`config.mk`:
```
export PLATFORM = sky130hd
export DESIGN_NAME = decode_stage_hz
export DESIGN_NICKNAME = d
export VERILOG_FILES = /design/src/rtl/pipe_pkg.sv /design/src/rtl/register_bank_bp.sv /design/src/rtl/decode_stage_hz.sv
export SDC_FILE = /design/constraint.sdc
export NUM_CORES = 2
export LEC_CHECK = 0
export CAP_MARGIN = 20
export CORE_MARGIN = 4
export CORE_UTILIZATION = 40
export DETAILED_ROUTE_END_ITERATION = 10
export PLACE_DENSITY_LB_ADDON = 0.2
export SLEW_MARGIN = 20
export SYNTH_ARGS = -nofsm -noshare
export SYNTH_HDL_FRONTEND = slang
export SYNTH_SLANG_ARGS = --single-unit
```
`constraint.sdc`:
```
create_clock -name clk -period 5.5 [get_ports clk]
set_clock_uncertainty 0.1 [all_clocks]
set_input_delay 1.65 -clock clk [delete_from_list [all_inputs] [get_ports clk]]
set_output_delay 1.65 -clock clk [all_outputs]
set_load 0.01 [all_outputs]
```
`src/rtl/pipe_pkg.sv`:
```
// Shared pipeline definitions: opcodes, ALU operation codes and control word layout.
package pipe_pkg;

  localparam int CW = 12;

  localparam logic [5:0] OP_RTYPE = 6'h00;
  localparam logic [5:0] OP_BEQ   = 6'h04;
  localparam logic [5:0] OP_ADDI  = 6'h08;
  localparam logic [5:0] OP_ANDI  = 6'h0C;
  localparam logic [5:0] OP_ORI   = 6'h0D;
  localparam logic [5:0] OP_LW    = 6'h23;
  localparam logic [5:0] OP_SW    = 6'h2B;

  localparam logic [5:0] ALU_ADD = 6'h20;
  localparam logic [5:0] ALU_SUB = 6'h22;
  localparam logic [5:0] ALU_AND = 6'h24;
  localparam logic [5:0] ALU_OR  = 6'h25;

  localparam int CB_BRANCH     = 11;
  localparam int CB_MEM_WRITE  = 10;
  localparam int CB_MEM_TO_REG = 9;
  localparam int CB_REG_DST    = 8;
  localparam int CB_REG_WRITE  = 7;
  localparam int CB_ALU_SRC    = 6;

  // Bit order matches CB_* indices: branch is the MSB, alu_op the low six bits.
  typedef struct packed {
    logic       branch;
    logic       mem_write;
    logic       mem_to_reg;
    logic       reg_dst;
    logic       reg_write;
    logic       alu_src;
    logic [5:0] alu_op;
  } ctrl_word_t;

endpackage

```
`src/rtl/register_bank_bp.sv`:
```
// Register bank with hard-wired zero register and write-through read bypass.
module register_bank_bp #(
  parameter int DW   = 32,
  parameter int NREG = 32,
  parameter int AW   = $clog2(NREG)
) (
  input  logic          clk,
  input  logic          rst,
  input  logic          we,
  input  logic [AW-1:0] wa,
  input  logic [DW-1:0] wd,
  input  logic [AW-1:0] ra1,
  input  logic [AW-1:0] ra2,
  output logic [DW-1:0] rd1,
  output logic [DW-1:0] rd2
);

  logic [DW-1:0] mem [NREG];

  // Write port: register 0 is never written; reset clears the whole bank.
  always_ff @(posedge clk) begin
    if (rst) begin
      for (int i = 0; i < NREG; i++) mem[i] <= '0;
    end else if (we && (wa != '0)) begin
      mem[wa] <= wd;
    end
  end

  // Read ports: a same-cycle write to the addressed register is forwarded.
  always_comb begin
    rd1 = '0;
    rd2 = '0;
    if (ra1 != '0) rd1 = (we && (wa == ra1)) ? wd : mem[ra1];
    if (ra2 != '0) rd2 = (we && (wa == ra2)) ? wd : mem[ra2];
  end

endmodule

```
`src/rtl/decode_stage_hz.sv`:
```
// Instruction decode stage: operand read, immediate extension, control decode,
// load-use hazard detection and the registered ID/EX boundary.
module decode_stage_hz
  import pipe_pkg::*;
#(
  parameter int DW    = 32,
  parameter int NREG  = 32,
  parameter int CW    = 12,
  parameter int CNT_W = 16
) (
  input  logic                     clk,
  input  logic                     rst,
  input  logic                     ena,
  input  logic                     flush,
  input  logic                     id_valid,
  input  logic [31:0]              instruccion,
  input  logic                     reg_write_in,
  input  logic [$clog2(NREG)-1:0]  WR,
  input  logic [DW-1:0]            WD,
  output logic                     ex_valid,
  output logic [DW-1:0]            data1,
  output logic [DW-1:0]            data2,
  output logic [DW-1:0]            ext_sig,
  output logic [$clog2(NREG)-1:0]  rt_out,
  output logic [$clog2(NREG)-1:0]  rd_out,
  output logic [CW-1:0]            palabra_salida,
  output logic                     illegal,
  output logic                     stall,
  output logic [CNT_W-1:0]         stall_count
);

  localparam int AW = $clog2(NREG);

  function automatic logic [DW-1:0] extend_imm(input logic [15:0] imm, input logic zero_ext);
    logic signed [15:0] simm;
    logic signed [DW-1:0] sext;
    simm = imm;
    sext = simm;
    return zero_ext ? {{(DW-16){1'b0}}, imm} : sext;
  endfunction

  function automatic logic [CNT_W-1:0] sat_inc(input logic [CNT_W-1:0] c);
    return (&c) ? c : c + 1'b1;
  endfunction

  // ---- stage p0: decode of the IF/ID word ----
  logic [5:0]    opcode_p0;
  logic [AW-1:0] rs_p0, rt_p0, rd_p0;
  logic [DW-1:0] rd1_p0, rd2_p0, ext_p0;
  ctrl_word_t    ctrl_p0;
  logic          unknown_p0;
  logic          uses_rt_p0;

  assign opcode_p0 = instruccion[31:26];
  assign rs_p0     = instruccion[21 +: AW];
  assign rt_p0     = instruccion[16 +: AW];
  assign rd_p0     = instruccion[11 +: AW];
  assign ext_p0    = extend_imm(instruccion[15:0], (opcode_p0 == OP_ANDI) || (opcode_p0 == OP_ORI));
  assign uses_rt_p0 = (opcode_p0 == OP_RTYPE) || (opcode_p0 == OP_SW) || (opcode_p0 == OP_BEQ);

  register_bank_bp #(.DW(DW), .NREG(NREG), .AW(AW)) u_bank (
    .clk (clk),
    .rst (rst),
    .we  (reg_write_in),
    .wa  (WR),
    .wd  (WD),
    .ra1 (rs_p0),
    .ra2 (rt_p0),
    .rd1 (rd1_p0),
    .rd2 (rd2_p0)
  );

  // Opcode to control word; unknown opcodes yield an all-zero word.
  always_comb begin
    ctrl_p0    = '0;
    unknown_p0 = 1'b0;
    case (opcode_p0)
      OP_RTYPE: begin
        ctrl_p0.reg_dst   = 1'b1;
        ctrl_p0.reg_write = 1'b1;
        ctrl_p0.alu_op    = instruccion[5:0];
      end
      OP_LW: begin
        ctrl_p0.mem_to_reg = 1'b1;
        ctrl_p0.reg_write  = 1'b1;
        ctrl_p0.alu_src    = 1'b1;
        ctrl_p0.alu_op     = ALU_ADD;
      end
      OP_SW: begin
        ctrl_p0.mem_write = 1'b1;
        ctrl_p0.alu_src   = 1'b1;
        ctrl_p0.alu_op    = ALU_ADD;
      end
      OP_BEQ: begin
        ctrl_p0.branch = 1'b1;
        ctrl_p0.alu_op = ALU_SUB;
      end
      OP_ADDI: begin
        ctrl_p0.reg_write = 1'b1;
        ctrl_p0.alu_src   = 1'b1;
        ctrl_p0.alu_op    = ALU_ADD;
      end
      OP_ANDI: begin
        ctrl_p0.reg_write = 1'b1;
        ctrl_p0.alu_src   = 1'b1;
        ctrl_p0.alu_op    = ALU_AND;
      end
      OP_ORI: begin
        ctrl_p0.reg_write = 1'b1;
        ctrl_p0.alu_src   = 1'b1;
        ctrl_p0.alu_op    = ALU_OR;
      end
      default: unknown_p0 = 1'b1;
    endcase
  end

  // ---- stage p1: ID/EX register ----
  logic          vld_p1;
  logic [DW-1:0] data1_p1, data2_p1, ext_p1;
  logic [AW-1:0] rt_p1, rd_p1;
  ctrl_word_t    word_p1;
  logic          illegal_p1;
  logic [CNT_W-1:0] cnt_p1;

  // Load-use: the load in ID/EX targets a register this instruction reads.
  // rt is only a source for R-type, SW and BEQ; elsewhere it is a destination.
  assign stall = id_valid && vld_p1 && word_p1.mem_to_reg && (rt_p1 != '0) &&
                 ((rt_p1 == rs_p0) || ((rt_p1 == rt_p0) && uses_rt_p0));

  // ID/EX update: flush and stall both insert a bubble, leaving data fields held.
  always_ff @(posedge clk) begin
    if (rst) begin
      vld_p1     <= 1'b0;
      data1_p1   <= '0;
      data2_p1   <= '0;
      ext_p1     <= '0;
      rt_p1      <= '0;
      rd_p1      <= '0;
      word_p1    <= '0;
      illegal_p1 <= 1'b0;
    end else if (flush || stall) begin
      vld_p1     <= 1'b0;
      word_p1    <= '0;
      illegal_p1 <= 1'b0;
    end else if (ena) begin
      vld_p1     <= id_valid;
      data1_p1   <= rd1_p0;
      data2_p1   <= rd2_p0;
      ext_p1     <= ext_p0;
      rt_p1      <= rt_p0;
      rd_p1      <= rd_p0;
      word_p1    <= id_valid ? ctrl_p0 : '0;
      illegal_p1 <= id_valid && unknown_p0;
    end
  end

  // Stall cycles are counted only when the stage is enabled and not being flushed.
  always_ff @(posedge clk) begin
    if (rst) cnt_p1 <= '0;
    else if (stall && ena && !flush) cnt_p1 <= sat_inc(cnt_p1);
  end

  assign ex_valid       = vld_p1;
  assign data1          = data1_p1;
  assign data2          = data2_p1;
  assign ext_sig        = ext_p1;
  assign rt_out         = rt_p1;
  assign rd_out         = rd_p1;
  assign palabra_salida = word_p1;
  assign illegal        = illegal_p1;
  assign stall_count    = cnt_p1;

endmodule

```
# Word-level counts from Yosys, hierarchy flattened
# Memory sizes are Yosys's and may differ from the RTL's.
# Index checks and enable logic that the tools add are counted.
# W data, S select, Z words.
[totals] ff_bits=136 latchBits=0 ramBits=1024 rom_bits=0 input_bits=75 out_inout_bits=137 mem_count=1
[op_classes] addsub=1 multipliers=0 div_mod_pow=0 order_cmp=0 n_eq_ne=10 shift=0 n_mux=22 bitwise=2 reduce_logical=31
[mem_list] name="u_bank.mem" depth=32 width=32 read_ports=2 rd_ports_with_merged_regs=0 write_ports=32 line_no="register_bank_bp.sv:18" rtl="logic [DW-1:0] mem [NREG];"
[op_table] op="$mux W32" n=6
[op_table] op="$reduce_or A32 Y1" n=1
[op_table] op="$pmux W6 S5" n=1
[op_table] op="$eq A5 B5 Y1" n=4
[op_table] op="$reduce_bool A5 Y1" n=4
[op_table] op="$eq A6 B4 Y1 const B" n=3
[op_table] op="$add A16 B1 Y16 const B" n=1
[op_table] op="$reduce_and A16 Y1" n=1
[op_table] op="$mux W1" n=13
[op_table] op="$eq A6 B6 Y1 const B" n=2
[op_table] op="$mux W12" n=1
[op_table] op="$logic_and A1 B1 Y1" n=11
[op_table] op="$reduce_or A5 Y1" n=2
[op_table] op="$reduce_or A7 Y1" n=1
[op_table] op="$eq A6 B3 Y1 const B" n=1
[op_table] op="$logic_not A6 Y1" n=1
[op_table] op="$logic_or A1 B1 Y1" n=5
[op_table] op="$mux W5" n=1
[op_table] op="$reduce_and A2 Y1" n=2
[op_table] op="$reduce_or A3 Y1" n=1
[op_table] op="$not A1 Y1" n=2
[op_table] op="$reduce_or A2 Y1" n=1
[op_table] op="$logic_not A1 Y1" n=1

# Longest topological paths before layout
[logic_depth] ltp_word=9 ltp_mapped=10 mapped_depth_nobuf=6

# Cells and area by module
# Synthesis repeated with hierarchy kept, for this count alone.
[hier_totals] cells_unflattened=4394 area_unflattened_um2=59764.8
[modules_own_cells] mod="register_bank_bp" n_inst=1 cells_each=3802 area_per_inst_um2=55061.6 seq_area_each_um2=30749.5
[modules_own_cells] mod="decode_stage_hz" n_inst=1 cells_each=592 area_per_inst_um2=4703.3 seq_area_each_um2=2322.2

# Worst setup path after synthesis
# No wires, ideal clock.
[synth_path] path_kind="input-to-output" start="in instruccion[18]" end="out stall" arrival_time_ns=2.767 required_ns=3.750 path_slack_ns=0.983 cell_stages=5 path_buffers=1 path_cell_list="buf_2 -> xor2_1 -> nor4_1 -> nand3_1 -> a21oi_1"
[synth_via] elab_chain_len=4
[synth_rtl] item="start, declared" line_no="decode_stage_hz.sv:16" rtl="input logic [31:0] instruccion,"
[synth_rtl] item="$eq A5 B5 Y1" line_no="decode_stage_hz.sv:128" rtl="((rt_p1 == rs_p0) || ((rt_p1 == rt_p0) && uses_rt_p0));"
[synth_rtl] item="$logic_and A1 B1 Y1" line_no="decode_stage_hz.sv:128"
[synth_rtl] item="$logic_or A1 B1 Y1" line_no="decode_stage_hz.sv:128"
[synth_rtl] item="$logic_and A1 B1 Y1" line_no="decode_stage_hz.sv:127" rtl="assign stall = id_valid && vld_p1 && word_p1.mem_to_reg && (rt_p1 != '0) &&"
[synth_rtl] item="end, declared" line_no="decode_stage_hz.sv:28" rtl="output logic stall,"
# Every way passes these cells.

# Final worst setup path
[layout_path] start="in instruccion[26]" end="out stall"
[layout_via] elab_chain_len=6
[layout_rtl] item="$eq A6 B6 Y1 or $logic_not A6 Y1 (tied branches)" line_no="decode_stage_hz.sv:59" rtl="assign uses_rt_p0 = (opcode_p0 == OP_RTYPE) || (opcode_p0 == OP_SW) || (opcode_p0 == OP_BEQ);"
[layout_rtl] item="$logic_or A1 B1 Y1" line_no="decode_stage_hz.sv:59"
[layout_rtl] item="$logic_or A1 B1 Y1 (*)" line_no="decode_stage_hz.sv:59"
[layout_rtl] item="$logic_and A1 B1 Y1 (*)" line_no="decode_stage_hz.sv:128"
[layout_rtl] item="$logic_or A1 B1 Y1 (*)" line_no="decode_stage_hz.sv:128"
[layout_rtl] item="$logic_and A1 B1 Y1 (*)" line_no="decode_stage_hz.sv:127"
# Mark *: on every way between the ends. The rest lies on a longest branch, timed or not.

==> metrics.cfg <==
[final_layout]
finalNonFillerCells = 6003
antenna_cells = 0
fin_nets = 4071
fill_cells = 12800
utilization = 0.461
area_growth_syn_to_layout_pct = 13.8
final_layout_size_suffix_gt1_frac = 0.251

[setup_path]
cpMostUsedCell = clkdlybuf4s50_1
slowest_stage = clkdlybuf4s50_1
start_kind = input port
endpoint_kind = output port
timing.critical_path.buf_inv = 2
slowest_delay_ps = 570
cp_top_family = buffers and inverters
rrSetupSlack_ps = 2380
critical_path_required_ps = 3750
path_cells = clkdlybuf4s50_1, and4b_1, a22o_1, nand3_1, a21oi_1, clkdlybuf4s50_1
path_class = input port to output port
crit_arrival_ps = 3520
crit_fanout = 5

[drt]
antenna_left = 0
drtPass1Iterations = 9
viasPerCell = 6.54
route.detailed.drc = 0
drt_iter0_markers = 4445
routedWlPerCell_um = 32.7
vias = 39300
wl_um = 196000

[die]
dieArea_mm2 = 0.152
num_rows = 139
dieWidth_um = 390
core_area_mm2 = 0.144
die_h_um = 390
ios = 212
start_util = 0.405

[clocking]
tritoncts = done
cts_resized = 0
hold_buffers = 0
numCtsBuffers = 121
post-cts-setup-buffers = 0
max-clock-path-buffers = 3
clock_sinks = 1140
clk-insertion-delay-late_ps = 750
clk_transition_reported_paths_ps = 60
h-tree-depth = 3
cts-root-buf = clkbuf_16

[timing]
final_max_slew_viol_count = 0
relSlewSlack = 0.259
rsz0062_at_grt = no
hold_viol_final = 0
setup_viol = 0
finalCritPeriodShare = 0.958
tns_ps = 0
period_minus_slack_ps = 5270
fmax_ghz = 0.190
tightestPinTransition_ps = 1110

[synth]
synth_edf_count = 1024
syn_area_mm2 = 0.0584
yosysSeqAreaShare = 0.566
synthCells = 4012
avgSynthCellArea_um2 = 14.6
async_flop_share = 0
synthFlopType = edfxtp_1
synth.distinct_cells = 65
synth_seq_cells = 1140
ys_warn_count = 0

[worst_hold_path]
holdCritPathClass = register to register

[grt]
grt_overflow = 0
grt_pass1_wl_um = 282000
antenna_found_initial = 6
grt_start_max_net_pins = 153
grt_usage = 0.254
grt_pass1_vias = 38800

[place]
portBuffers = 211
dp_cells = 5770
dpl.hpwl_um = 110000
place.gp.congestion = 0.826

[power]
p_leak_nw = 20.5
power_density_mw_per_mm2 = 316
ir_worst_vdd_mv = 0.304

[job]
maxCapViolCount = 0

[outcome]
status = complete, no violations

-- report_power, final --
part / internal, mW / total, mW / switching [mW]
Combinational: 1.13 / 2.68 / 1.55
Sequential: 9.89 / 10.1 / 0.236
Clock: 4.67 / 8.25 / 3.58
-- worst paths after layout --
kind                        start         end  depth (start not counted)
hold reg to reg        ext_sig[5]  ext_sig[5]                          2
hold / removal         ext_sig[5]  ext_sig[5]                          2
setup / recovery  instruccion[26]       stall                          6
setup reg to reg        rt_out[3]   data1[30]                          8
-- cell usage in the layout, fill, tap and decap left out, types with 4 or more instances in the layout --
| cell | n |
|---|---|
| o22ai_1 | 60 |
| inv_2 | 11 |
| nor3_1 | 966 |
| conb_1 | 32 |
| edfxtp_1 | 1024 |
| clkbuf_16 | 123 |
| mux2_2 | 7 |
| o221ai_2 | 30 |
| buf_12 | 29 |
| and2_1 | 33 |
| nand3_1 | 25 |
| o31ai_1 | 5 |
| clkbuf_1 | 25 |
| buf_16 | 5 |
| mux4_2 | 569 |
| dfxtp_1 | 116 |
| and3_1 | 7 |
| nor4_1 | 5 |
| mux2i_1 | 146 |
| or4_1 | 6 |
| nand4_1 | 4 |
| buf_8 | 10 |
| o21ai_1 | 7 |
| inv_1 | 12 |
| bufinv_16 | 11 |
| buf_4 | 130 |
| xor2_1 | 18 |
| nor2b_1 | 6 |
| o21ai_0 | 32 |
| a21oi_1 | 89 |
| or2_2 | 33 |
| nand3b_1 | 12 |
| clkbuf_8 | 6 |
| nor2_1 | 80 |
| nand2_1 | 54 |
| clkdlybuf4s50_1 | 200 |
| clkinv_2 | 32 |
| a22oi_1 | 34 |
| clkinv_1 | 36 |
-- tightest hold or removal path, cell delays in order, from the launching register on --
cell	delay [ps]
dfxtp_1	310
nand2_1	50
a21oi_1	50
-- cell usage after synthesis, types with 33 or more instances --
master	n	area (um2)
dfxtp_1	116	2320
a22oi_1	34	255
nor3_1	966	4830
clkbuf_1	393	1480
nand2_1	55	206
mux4_2	569	12800
buf_1	50	188
or2_2	33	206
buf_2	78	390
a21oi_1	89	445
nor2_1	80	300
and2_1	33	206
mux2i_1	146	1460
edfxtp_1	1024	30700
o22ai_1	60	375
inv_1	36	135
-- area by class of cell --
type / instances / area (um2) / share of cell area
inverter: 36 / 138 / 0.00207
timing repair buffer: 377 / 3870 / 0.0582
multi-input combinational: 2319 / 23100 / 0.348
sequential: 1140 / 33100 / 0.497
tap: 1903 / 2380 / 0.0358
clock buffer: 153 / 3240 / 0.0487
clock inverter: 75 / 673 / 0.0101
-- metrics by stage --
step / hold slack [ps] / setup slack [ps] / instance area, um2 / power, mW
floorplan: 381 / 983 / 58600 / 11.9
global placement: 347 / 173 / 62400 / 12.9
detailed placement: 349 / 242 / 62500 / 13.0
CTS: 364 / 238 / 66400 / 21.1
global route: 386 / 143 / 66500 / 21.6
finish: 358 / 230 / 66500 / 21.1
-- flip-flops by register name, indices dropped and copies added, names as in the netlist --
signal and flops:
data1 32, data2 32, ex_valid 1, ext_sig 17, illegal 1, palabra_salida 12, rt_out 5, stall_count 16
u_bank.mem 1024
-- routing by layer --
layer | vias up | global-route usage | share of wire
li1 | 16100 | - | -
met1 | 20700 | 0.356 | 0.40
met2 | 2177 | 0.411 | 0.47
met3 | 296 | 0.0499 | 0.099
met4 | 6 | 0.0645 | 0.028
met5 | - | 0 | 0.00021
-- cell families (layout without fill, tap and decap cells) --
logic type / after synthesis / after routing / synth area share
other: 1 / 32 / 0.0000642
AND/OR/NAND/NOR: 1259 / 1259 / 0.109
AO/OA/AOI/OAI: 284 / 284 / 0.0348
flip-flops: 1140 / 1140 / 0.566
XOR/XNOR: 21 / 21 / 0.00315
multiplexers: 722 / 722 / 0.246
buffers and inverters: 584 / 641 / 0.0413
adder cells (fa/ha/maj): 1 / 1 / 0.000214
(Power assumes the default switching activity.)
